[config.mk]
export PLATFORM = sky130hd
export DESIGN_NAME = hive_reg_error_log
export DESIGN_NICKNAME = d
export VERILOG_FILES = /design/src/rtl/hive_reg_error_log_pkg.sv /design/src/rtl/hive_sat_cnt.sv /design/src/rtl/hive_reg_error_log.sv
export SDC_FILE = /design/constraint.sdc
export NUM_CORES = 1
export LEC_CHECK = 0
export CORE_AREA = 2 2 104 106
export CTS_BUF_LIST = sky130_fd_sc_hd__clkbuf_4
export DETAILED_ROUTE_END_ITERATION = 7
export DIE_AREA = 0 0 106 108
export GPL_TIMING_DRIVEN = 0
export HOLD_SLACK_MARGIN = 0.03
export PLACE_DENSITY_LB_ADDON = 0.08
export SKIP_LAST_GASP = 1
export SLEW_MARGIN = 10
export SYNTH_ARGS = -nofsm -noshare
export SYNTH_HDL_FRONTEND = slang
export SYNTH_SLANG_ARGS = --single-unit
[constraint.sdc]
create_clock -name clk_i -period 4 [get_ports clk_i]
set_input_delay 1 -clock clk_i [delete_from_list [all_inputs] [get_ports clk_i]]
set_output_delay 1 -clock clk_i [all_outputs]
set_load 0.1 [all_outputs]
[src/rtl/hive_reg_error_log_pkg.sv]
// Shared definitions for the Hive error log register block: rbus base
// address, thread-count default, capture FSM states and a width helper.
package hive_reg_error_log_pkg;

    // Default rbus location of the error log register set
    localparam int RBUS_ERROR_LOG = 'h10;

    // Default number of hardware threads in the Hive core
    localparam int HIVE_THREADS = 8;

    // First-error capture states
    typedef enum logic {
        ARMED = 1'b0,
        HELD  = 1'b1
    } err_fsm_t;

    // Bits needed to index n items, never less than one bit
    function automatic int min1_clog2(input int n);
        return (n <= 1) ? 1 : $clog2(n);
    endfunction

endpackage

[src/rtl/hive_sat_cnt.sv]
// Saturating up-counter with synchronous clear; clear beats increment so a
// counting event in the clearing cycle is dropped.
module hive_sat_cnt
    import hive_reg_error_log_pkg::*;
#(
    parameter int W = 8
) (
    input  logic         clk_i,
    input  logic         rst_n_i,
    input  logic         clr_i,
    input  logic         inc_i,
    output logic [W-1:0] cnt_o
);

    logic [W-1:0] cnt_reg;

    // Clear has priority; otherwise count up and stick at all-ones
    always_ff @(posedge clk_i or negedge rst_n_i) begin
        if (!rst_n_i) begin
            cnt_reg <= '0;
        end else if (clr_i) begin
            cnt_reg <= '0;
        end else if (inc_i && (cnt_reg != {W{1'b1}})) begin
            cnt_reg <= cnt_reg + 1'b1;
        end
    end

    assign cnt_o = cnt_reg;

endmodule

[src/rtl/hive_reg_error_log.sv]
// Hive error log: sticky per-thread/per-source error flags, interrupt mask,
// first-error capture and (optionally) per-source saturating event counters,
// all on the rbus. Define HIVE_ERR_CNT_EN to build the COUNT registers; when
// it is undefined the COUNT addresses read 0 and ignore writes.
module hive_reg_error_log
    import hive_reg_error_log_pkg::*;
#(
    parameter int THREADS   = HIVE_THREADS,
    parameter int ERR_SRCS  = 4,
    parameter int CNT_W     = 8,
    parameter int DATA_W    = 32,
    parameter int ADDR_W    = 8,
    parameter int BASE_ADDR = RBUS_ERROR_LOG
) (
    input  logic                         clk_i,
    input  logic                         rst_n_i,
    input  logic [ADDR_W-1:0]            rbus_addr_i,
    input  logic                         rbus_wr_i,
    input  logic                         rbus_rd_i,
    input  logic [DATA_W-1:0]            rbus_wr_data_i,
    output logic [DATA_W-1:0]            rbus_rd_data_o,
    input  logic [ERR_SRCS*THREADS-1:0]  err_i,
    output logic                         err_irq_o
);

    localparam int THRD_W = $clog2(THREADS);
    localparam int SW     = min1_clog2(ERR_SRCS);
    localparam int NERR   = ERR_SRCS * THREADS;

    localparam logic [ADDR_W-1:0] ADDR_STATUS = ADDR_W'(BASE_ADDR);
    localparam logic [ADDR_W-1:0] ADDR_MASK   = ADDR_W'(BASE_ADDR + 1);
    localparam logic [ADDR_W-1:0] ADDR_FIRST  = ADDR_W'(BASE_ADDR + 2);

    logic [NERR-1:0]   err_1_reg;
    logic [NERR-1:0]   status_reg;
    logic [NERR-1:0]   status_next;
    logic [NERR-1:0]   mask_reg;
    logic              wr_status;
    logic              wr_mask;
    logic              wr_first;

    err_fsm_t          state_reg;
    err_fsm_t          state_next;
    logic [SW-1:0]     first_src_reg;
    logic [SW-1:0]     first_src_next;
    logic [THRD_W-1:0] first_thr_reg;
    logic [THRD_W-1:0] first_thr_next;
    logic [SW-1:0]     hit_src;
    logic [THRD_W-1:0] hit_thr;
    logic              hit_any;
    logic [DATA_W-1:0] first_word;

    logic [DATA_W-1:0] rd_mux;
    logic [DATA_W-1:0] rd_data_reg;
    logic              irq_reg;

    assign wr_status = rbus_wr_i && (rbus_addr_i == ADDR_STATUS);
    assign wr_mask   = rbus_wr_i && (rbus_addr_i == ADDR_MASK);
    assign wr_first  = rbus_wr_i && (rbus_addr_i == ADDR_FIRST);

    // Register the raw error pulses once; everything downstream uses err_1
    always_ff @(posedge clk_i or negedge rst_n_i) begin
        if (!rst_n_i) begin
            err_1_reg <= '0;
        end else begin
            err_1_reg <= err_i;
        end
    end

    // Sticky flags: clear-on-write-1 first, then OR in new errors so a
    // simultaneous set survives the clear
    always_comb begin
        status_next = status_reg & ~(wr_status ? rbus_wr_data_i[NERR-1:0] : '0);
        status_next = status_next | err_1_reg;
    end

    // Status and mask registers
    always_ff @(posedge clk_i or negedge rst_n_i) begin
        if (!rst_n_i) begin
            status_reg <= '0;
            mask_reg   <= '0;
        end else begin
            status_reg <= status_next;
            if (wr_mask) begin
                mask_reg <= rbus_wr_data_i[NERR-1:0];
            end
        end
    end

    // Lowest-index error in err_1: scanning downward lets the lowest hit win
    always_comb begin
        hit_src = '0;
        hit_thr = '0;
        hit_any = |err_1_reg;
        for (int s = ERR_SRCS - 1; s >= 0; s--) begin
            for (int t = THREADS - 1; t >= 0; t--) begin
                if (err_1_reg[s*THREADS + t]) begin
                    hit_src = SW'(s);
                    hit_thr = THRD_W'(t);
                end
            end
        end
    end

    // Capture FSM state and captured source/thread
    always_ff @(posedge clk_i or negedge rst_n_i) begin
        if (!rst_n_i) begin
            state_reg     <= ARMED;
            first_src_reg <= '0;
            first_thr_reg <= '0;
        end else begin
            state_reg     <= state_next;
            first_src_reg <= first_src_next;
            first_thr_reg <= first_thr_next;
        end
    end

    // Capture next-state: a FIRST write re-arms and beats any same-cycle error
    always_comb begin
        state_next     = state_reg;
        first_src_next = first_src_reg;
        first_thr_next = first_thr_reg;
        if (wr_first) begin
            state_next = ARMED;
        end else if ((state_reg == ARMED) && hit_any) begin
            state_next     = HELD;
            first_src_next = hit_src;
            first_thr_next = hit_thr;
        end
    end

    // FIRST register view; valid is simply "capture is being held"
    always_comb begin
        first_word                        = '0;
        first_word[DATA_W-1]              = (state_reg == HELD);
        first_word[THRD_W+SW-1:THRD_W]    = first_src_reg;
        first_word[THRD_W-1:0]            = first_thr_reg;
    end

`ifdef HIVE_ERR_CNT_EN
    logic [CNT_W-1:0] cnt_val [ERR_SRCS];

    generate
        for (genvar gi = 0; gi < ERR_SRCS; gi++) begin : g_cnt
            localparam logic [ADDR_W-1:0] ADDR_CNT = ADDR_W'(BASE_ADDR + 3 + gi);
            logic cnt_clr;
            logic cnt_inc;

            assign cnt_clr = rbus_wr_i && (rbus_addr_i == ADDR_CNT);
            assign cnt_inc = |err_1_reg[gi*THREADS +: THREADS];

            hive_sat_cnt #(
                .W (CNT_W)
            ) u_cnt (
                .clk_i   (clk_i),
                .rst_n_i (rst_n_i),
                .clr_i   (cnt_clr),
                .inc_i   (cnt_inc),
                .cnt_o   (cnt_val[gi])
            );
        end
    endgenerate
`endif

    // Read multiplexer; unmapped addresses fall through to zero
    always_comb begin
        rd_mux = '0;
        if (rbus_addr_i == ADDR_STATUS) begin
            rd_mux = DATA_W'(status_reg);
        end else if (rbus_addr_i == ADDR_MASK) begin
            rd_mux = DATA_W'(mask_reg);
        end else if (rbus_addr_i == ADDR_FIRST) begin
            rd_mux = first_word;
        end
`ifdef HIVE_ERR_CNT_EN
        for (int s = 0; s < ERR_SRCS; s++) begin
            if (rbus_addr_i == ADDR_W'(BASE_ADDR + 3 + s)) begin
                rd_mux = DATA_W'(cnt_val[s]);
            end
        end
`endif
    end

    // Registered read data (zero when idle for OR-combining) and interrupt
    always_ff @(posedge clk_i or negedge rst_n_i) begin
        if (!rst_n_i) begin
            rd_data_reg <= '0;
            irq_reg     <= 1'b0;
        end else begin
            rd_data_reg <= rbus_rd_i ? rd_mux : '0;
            irq_reg     <= |(status_reg & mask_reg);
        end
    end

    assign rbus_rd_data_o = rd_data_reg;
    assign err_irq_o      = irq_reg;

endmodule

==> flow_summary.ini, run 1 <==
[drt]
wl_um = 14000
num_vias = 3961
ant_nets = 0
drtPass1Iterations = 5
wl_per_cell_um = 19.8
viasPerCell = 5.62
drc_errors = 0
first_iter_violations = 284

[synthesis]
synth_area_leader_cell = dfrtp_1
synthAdderAreaFrac_pct = 0
synth_xor_xnor_area_share_pct = 0
ys_warn_count = 0
synth_top_flop_cell = dfrtp_1
yosysSeqAreaShare_pct = 60.9
synth_cell_types = 47
synth_area_per_cell_sq_um = 12.9
synthMuxAreaShare_pct = 9.79
yosys-top-cells-area = dfrtp_1 (61%), mux2_4 (8.1%), a22oi_1 (5.1%)
synth_compound_gate_area_share_pct = 14.4
synthArstFlopShare_pct = 100
syn_inst = 430
yosysTopAreaCellShare_pct = 60.9
synth_edf_count = 0
netlist_area_sq_um = 5550
synth_nets = 506
synth_top_family_by_area = compound AO/OA/AOI/OAI gates
yosys.area_share.simple_pct = 12.3
ys_seq_elements = 135

[worst_setup_path]
startpoint = rbus_rd_data_o[0]$_DFF_PN0_
worstSetupPathType = register to primary output
cp_max_fo = 1
path_delay_family = buffers and inverters
timing.rr.start = err_1_reg[27]$_DFF_PN0_
required_ns = 3.00
worst-path-buf-inv = 1
critPathArrivalTime_ns = 2.06
crit_path_start_kind = register
critPathMaxStageDelay_ns = 1.15
crit_chain = clkdlybuf4s50_1
crit_slowest_cell = clkdlybuf4s50_1
cp-end-kind = primary output

[sta]
hold_viol_final = 0
holdWs_ns = 0.458
max_freq_mhz = 327
slew_violations = 0
finClkSkew_ns = 0.0187
fin_crit_ns = 3.06
slew_headroom_pct = 33.2
worstMarginPinSlew_ns = 0.999
fin_crit_sh_pct = 76.5
rsz0062_at_grt = false
setup_violations = 0

[global_route]
grt_pass1_wl_um = 22400
grt_pass1_vias = 4165
track_usage_pct = 27.1
antenna_found_initial = 0
grt_max_degree = 78
overflow = 0

[floorplanning]
core_sq_um = 10200
rows = 37
initial_core_util_pct = 54.2
ioPinCount = 109
die_area_sq_um = 11400
fp.dieH_um = 108
dieWidth_um = 106

[power_and_ir_drop]
p_leak_nw = 3.00
peakVddDrop_uv = 344
power_density_nw_per_um2 = 367

[placement]
dpl.cell_count = 673
placed_area_sq_um = 6810
gp_congestion = 0.872
port_buffers = 106
place_hpwl_um = 10100

[final_layout]
drive_gt1_share_pct = 15.3
nets = 632
final_area_sq_um = 7080
area_growth_pct = 27.8
num_antenna_cells = 0
stdcell_count = 705

[cts]
root_buffer = clkbuf_4
clkTransAtPathRegs_ns = 0.11
cts_inserted_buffers = 17
cts_buffer_depth = 2
htreeDepth = 4
cts_num_sinks = 135
cts_setup_buffers = 0
cts_tree = built
post_cts_resized = 0
hold_buffers = 0
insertion_delay_ns = 0.56

[status]
status = complete, no violations

[flow_run]
maxCapViolations = 0

[hold_path]
hold_path_class = primary input to async pin
-- metal layers --
layer | wire [um] | track usage [%] | vias up
met5 | 0 | 0 | -
met4 | 189 | 8.93 | 0
met3 | 836 | 8.44 | 24
met2 | 6960 | 43.9 | 149
met1 | 6010 | 35.1 | 1985
li1 | - | - | 1803
-- cell type report --
type / instances / area [sq um]
well taps: 136 / 170
flip-flops and latches: 135 / 3380
fillers: 761 / 3150
multi-input cells: 271 / 2020
plain buffers: 18 / 120
repair buffers: 107 / 1090
clock inverters: 13 / 136
inverters: 6 / 22.5
clock buffers: 19 / 143
-- cell families (layout without fill, tap and decap cells) --
kind of cell	Yosys count	count (layout)
AO/OA/AOI/OAI	108	108
buffers and inverters	24	163
flip-flops	135	135
multiplexers	39	39
AND/OR/NAND/NOR	124	124
-- stage by stage --
step	setup WS (ns)	setup TNS [ns]	total power [W]	utilization [%]
finish	0.942	0	0.00260	69.2
global route	0.869	0	0.00271	69.2
CTS	0.887	0	0.00262	69.2
detailed placement	0.835	0	0.00172	66.5
global placement	-3.17	-426.76	0.00172	66.2
floorplan	1.61	0	0.00156	-
-- final timing paths --
path / endpoint / slack [ns] / cells after the start
max: rbus_rd_data_o[0] / 0.94 / 1
min: rbus_rd_data_o[9]$_DFF_PN0_ / 0.46 / 1
max reg2reg: first_thr_reg[0]$_DFFE_PN0P_ / 1.89 / 5
min reg2reg: first_thr_reg[1]$_DFFE_PN0P_ / 0.50 / 2
max in group asynchronous: rbus_rd_data_o[31]$_DFF_PN0_ / 2.82 / 2
min in group clk_i: first_thr_reg[1]$_DFFE_PN0P_ / 0.50 / 2
-- cells in the mapped netlist (all sizes together) (3+ instances only) --
cell type / instances
a21o: 32
a21oi: 12
a22oi: 38
a31oi: 5
buf: 14
clkbuf: 4
dfrtp: 135
inv: 6
mux2: 32
mux2i: 7
nand2: 39
nand3: 3
nand4: 3
nor2: 22
nor2b: 28
nor3: 6
nor4: 9
o21ai: 4
o31ai: 4
or4: 3
-- where the power goes --
part	internal, W	total (W)	switching (W)
sequential	0.00140	0.00145	0.0000451
clock	0.000432	0.000906	0.000474
combinational	0.000128	0.000250	0.000122
-- placed cells by master, fill, tap and decap left out, drive strengths merged, types with 3 or more instances in the layout --
cell type and count:
a21o 32, bufinv 3, nor2b 28, mux2i 7, nor4 9, nand2 39
o31ai 4, nand3 3, nor3 6, clkdlybuf4s50 105, dfrtp 135, nand4 3
a31oi 5, mux2 32, buf 16, o21ai 4, a22oi 38, or4 3
clkinv 9, a21oi 12, nor2 22, clkbuf 23, inv 6
No activity file was read; power rests on OpenSTA's default activity.
==> run 2: changes to the inputs <==
- CORE_AREA: 2 2 104 106 -> 2 2 111 113
- DIE_AREA: 0 0 106 108 -> 0 0 113 115
- clock period: 4 -> 2.5 ns (I/O delays scaled with it)
==> run 2 against run 1 <==
The flow now finishes with violations (DRC). Utilization decreased by 9.9 points. Setup slack got worse by 0.82 ns. Clock skew increased by 0.0044 ns. Via count decreased by 1.9%. Critical path depth unchanged. Sequential cell count unchanged. Non-clock buffer count increased by 1. Global-route usage decreased by 4.3 points. Combinational power increased by 57%. Sequential share of layout area increased by 0.50 points.
==> flow_summary.ini, run 2 (synthesis gave the netlist of run 1 again) <==
[status]
status = complete, but fails checks
violations = DRC

[final_layout]
mostFrequentLayoutCells = dfrtp_1 (135), clkdlybuf4s50_1 (72), a22oi_1 (38), nand2_1 (38), dlygate4sd2_1 (33)
final_common_cell = dfrtp_1
area_growth_pct = 26.4
nets = 633
fin_util_pct = 59.4
num_antenna_cells = 0
drive_gt1_share_pct = 15.8

[drt]
ant_nets = 0
viasPerCell = 5.42
drc_errors = 5
drtPass1Iterations = 6
first_iter_violations = 260
wl_per_cell_um = 19.2
wl_um = 13800
num_vias = 3887

[worst_setup_path]
cp_max_fo = 1
cp-end-kind = primary output
crit_chain = dlygate4sd2_1
timing.rr.start = err_1_reg[22]$_DFF_PN0_
worstSetupPathType = register to primary output
critPathMaxStageDelay_ns = 0.86
startpoint = err_irq_o$_DFF_PN0_
required_ns = 1.88
crit_path_start_kind = register
crit_slowest_cell = dlygate4sd2_1
critPathArrivalTime_ns = 1.76
path_delay_family = buffers and inverters
worst-path-buf-inv = 1

[sta]
worstMarginPinSlew_ns = 0.965
slew_headroom_pct = 35.9
hold_viol_final = 0
slew_violations = 0
finClkSkew_ns = 0.0231
fin_crit_sh_pct = 95.3
rsz0062_at_grt = false
max_freq_mhz = 420
fin_crit_ns = 2.38
finalSetupTns_ns = 0
setup_violations = 0
holdWs_ns = 0.490

[global_route]
antenna_found_initial = 0
grt_max_degree = 85
overflow = 0
grt_pass1_wl_um = 21800
track_usage_pct = 22.8
grt_pass1_vias = 3980

[floorplanning]
core_sq_um = 11800
initial_core_util_pct = 46.9
rows = 40
die_area_sq_um = 13000
ioPinCount = 109
fp.dieH_um = 115
dieWidth_um = 113

[placement]
gp_congestion = 0.888
place_hpwl_um = 10000
port_buffers = 106

[power_and_ir_drop]
p_int_w = 0.00288
switching_share_pct = 26.2
p_clk_share_pct = 30.4
switching_power_w = 0.00102
comb_power_share_pct = 10.1
peakVddDrop_uv = 280
power_density_nw_per_um2 = 556
p_seq_share_pct = 59.5
p_leak_nw = 3.12

[cts]
insertion_delay_ns = 0.54
cts_inserted_buffers = 17
clkTransAtPathRegs_ns = 0.11
cts_buffer_depth = 2
root_buffer = clkbuf_4
cts_tree = built
cts_num_sinks = 135
htreeDepth = 4

[hold_path]
hold_start = first_thr_reg[1]$_DFFE_PN0P_
hold_path_class = register to register

[flow_run]
maxCapViolations = 0
==> run 2: cell types whose count changed in the layout (fill, tap and decap cells not counted), sizes merged <==
cell,previous run,this run
bufinv,3,0
clkbuf,23,26
clkdlybuf4s50,105,72
clkinv,9,6
clkinvlp,1,4
dlygate4sd2,0,33
dlygate4sd3,0,1
==> run 2: power by group through the flow <==
stage          combinational [W]  clock [W]  sequential [W]
2_1_floorplan           0.000124          0         0.00238
3_3_place_gp            0.000391          0         0.00236
3_5_place_dp            0.000402          0         0.00236
4_1_cts                 0.000400    0.00122         0.00232
5_1_grt                 0.000426    0.00133         0.00233
6_report                0.000393    0.00119         0.00232
==> run 2: path summary, 6_finish.rpt <==
| kind | endpoint | slack [ns] | cells past startpoint |
|---|---|---|---|
| hold reg to reg | first_thr_reg[1]$_DFFE_PN0P_ | 0.49 | 2 |
| max in group asynchronous | err_1_reg[2]$_DFF_PN0_ | 1.16 | 3 |
| setup reg to reg | first_thr_reg[0]$_DFFE_PN0P_ | 0.34 | 5 |
| setup / recovery | err_irq_o | 0.12 | 1 |
| hold / removal | first_thr_reg[1]$_DFFE_PN0P_ | 0.49 | 2 |
| min in group asynchronous | mask_reg[22]$_DFFE_PN0P_ | 0.59 | 2 |
==> run 2: per-stage QoR <==
step | std cells | total power (W) | cell area [sq um] | worst slack (ns)
floorplan | 430 | 0.00250 | 5550 | 0.489
global placement | 683 | 0.00275 | 6790 | -4.38
detailed placement | 684 | 0.00276 | 6820 | -0.263
CTS | 717 | 0.00393 | 7010 | 0.0821
global route | 717 | 0.00409 | 7010 | 0.0284
finish | 717 | 0.00390 | 7010 | 0.118
==> run 2: cell type report <==
class	count	area (sq um)
Timing Repair Buffer	108	1060
Clock inverter	10	57.6
Multi-Input combinational cell	271	2020
Clock buffer	22	165
Inverter	6	22.5
Fill cell	1027	4800
Tap cell	147	184
Sequential cell	135	3380
Buffer	18	120
==> run 2: worst reg2reg max path, cell delays in order (launching register included) <==
cell and delay, ns:
dfrtp_1 0.47, nor4_1 0.55, nand4_1 0.33, o21ai_4 0.33, mux2i_1 0.26, o21ai_2 0.08
==> run 2: what timing repair did <==
| action | CTS | global route |
|---|---|---|
| setup buffers | 0 | 0 |
| hold buffers | 1 | 0 |
| setup endpoints to repair | 33 | 0 |
| hold endpoints to repair | 51 | 0 |
| resized for setup | 33 | 0 |
==> run 2: routing by layer <==
| metal | up-vias | GRT usage, % | part of all wire [%] | wire length, um |
|---|---|---|---|---|
| li1 | 1806 | - | - | - |
| met1 | 1957 | 30.7 | 44 | 6020 |
| met2 | 111 | 36.4 | 49 | 6720 |
| met3 | 13 | 6.43 | 6.2 | 858 |
| met4 | 0 | 6.99 | 1.2 | 170 |
| met5 | - | 0 | 0 | 0 |
==> run 3: changes to the inputs <==
- CORE_AREA: 2 2 111 113 -> 10 10 119 121
- DIE_AREA: 0 0 113 115 -> 0 0 129 131
==> run 3 against run 2 <==
The flow now finishes without violations. Routed wire length increased by 7.3%. Cell area grew 0.95%. Global-route usage is 4.3 points lower. Setup slack got worse by 0.0062 ns. Clock-buffer cell count is 5 lower. Sequential power about the same. Critical endpoint is now rbus_rd_data_o[31]. Highest routed layer unchanged.
==> flow_summary.ini, run 3 (synthesis gave the netlist of run 1 again) <==
[status]
status = complete, no violations

[cts]
htreeDepth = 4
cts_buffer_depth = 2
clkTransAtPathRegs_ns = 0.12
root_buffer = clkbuf_4
cts_tree = built
insertion_delay_ns = 0.57
cts_inserted_buffers = 17
cts_num_sinks = 135

[worst_setup_path]
required_ns = 1.88
path_delay_family = buffers and inverters
cp_max_fo = 1
rr_worst_depth = 5
crit_path_start_kind = register
cp.depth = 1
worstSetupPathType = register to primary output
crit_chain = dlygate4sd2_1
critPathMaxStageDelay_ns = 0.86
crit_slowest_cell = dlygate4sd2_1
cp-end-kind = primary output
worst-path-buf-inv = 1
critPathArrivalTime_ns = 1.76

[sta]
holdWs_ns = 0.481
fin_crit_ns = 2.39
finalSetupTns_ns = 0
slew_headroom_pct = 34.9
max_freq_mhz = 419
finClkSkew_ns = 0.0176
setup_violations = 0
slew_violations = 0
fin_crit_sh_pct = 95.5
hold_viol_final = 0
worstMarginPinSlew_ns = 0.981
rsz0062_at_grt = false

[floorplanning]
die_area_sq_um = 16900
dieWidth_um = 129
initial_core_util_pct = 46.9
core_sq_um = 11800
rows = 40
ioPinCount = 109
fp.dieH_um = 131

[placement]
dpl.cell_count = 684
place_hpwl_um = 10900
gp_congestion = 0.868
placed_area_sq_um = 6820
port_buffers = 106

[power_and_ir_drop]
p_total_w = 0.00419
p_leak_nw = 3.16
power_density_nw_per_um2 = 592
peakVddDrop_uv = 357

[global_route]
grt_pass1_wl_um = 23200
antenna_found_initial = 0
track_usage_pct = 18.5
grt_pass1_vias = 4113
grt_max_degree = 91
overflow = 0

[hold_path]
hold_depth = 1
hold_path_class = primary input to register

[drt]
first_iter_violations = 254
drc_errors = 0
drtPass1Iterations = 4
wl_met1_um = 6430
wl_per_cell_um = 20.6
highest-signal-layer = met4
wl_um = 14800
wl_met3_um = 1060
num_vias = 3925
ant_nets = 0
wl_met2_um = 7030
viasPerCell = 5.47

[final_layout]
nets = 633
area_growth_pct = 27.6
fillers = 985
drive_gt1_share_pct = 15.8
stdcell_count = 717
num_antenna_cells = 0
final_common_cell = dfrtp_1
final_area_sq_um = 7080
mostFrequentLayoutCells = dfrtp_1 (135), clkdlybuf4s50_1 (72), a22oi_1 (38), nand2_1 (38), dlygate4sd2_1 (33)

[flow_run]
maxCapViolations = 0
run 3: repair_timing:
| item | in CTS | in global routing |
|---|---|---|
| setup buffers | 0 | 0 |
| endpoints found under the setup margin | 33 | 0 |
| resized for setup | 33 | 0 |
| hold buffers | 1 | 0 |
| endpoints found under the hold margin | 45 | 0 |
run 3: path summary, 6_finish.rpt:
check | start | endpoint | slack [ns]
min in group asynchronous | rst_n_i | rbus_rd_data_o[22]$_DFF_PN0_ | 0.54
worst min register to register | first_thr_reg[1]$_DFFE_PN0P_ | first_thr_reg[1]$_DFFE_PN0P_ | 0.50
max in group asynchronous | rst_n_i | first_src_reg[0]$_DFFE_PN0P_ | 1.19
worst max register to register | err_1_reg[22]$_DFF_PN0_ | first_thr_reg[0]$_DFFE_PN0P_ | 0.37
worst max-delay path | rbus_rd_data_o[31]$_DFF_PN0_ | rbus_rd_data_o[31] | 0.11
worst min-delay path | err_i[26] | err_1_reg[26]$_DFF_PN0_ | 0.48
run 3: layout make-up:
class	instances	area (sq um)	area share (%)
multi-input combinational	271	2020	28.6
sequential	135	3380	47.7
inverter	6	22.5	0.318
clock buffer	17	128	1.80
tap	147	184	2.60
buffer	18	120	1.70
clock inverter	15	161	2.28
timing repair buffer	108	1060	15.0
run 3: metrics by stage:
| stage | setup slack, ns | utilization, % |
|---|---|---|
| floorplan | 0.489 | - |
| global placement | -4.43 | 57.5 |
| detailed placement | -0.313 | 57.7 |
| CTS | 0.0717 | 59.9 |
| global route | 0.0145 | 59.9 |
| finish | 0.112 | 59.9 |
run 3: routing by layer:
layer | vias to the layer above | track usage, %
met5 | - | 0
met4 | 0 | 7.63
met3 | 23 | 6.16
met2 | 128 | 28.5
met1 | 1964 | 23.5
li1 | 1810 | -
run 3: power by group:
group          total (W)  internal, W  switching, W  leakage (nW)
clock network    0.00148     0.000678      0.000805         0.160
logic           0.000394     0.000200      0.000194          1.37
registers        0.00232      0.00224     0.0000723          1.63
total            0.00419      0.00312       0.00107          3.16
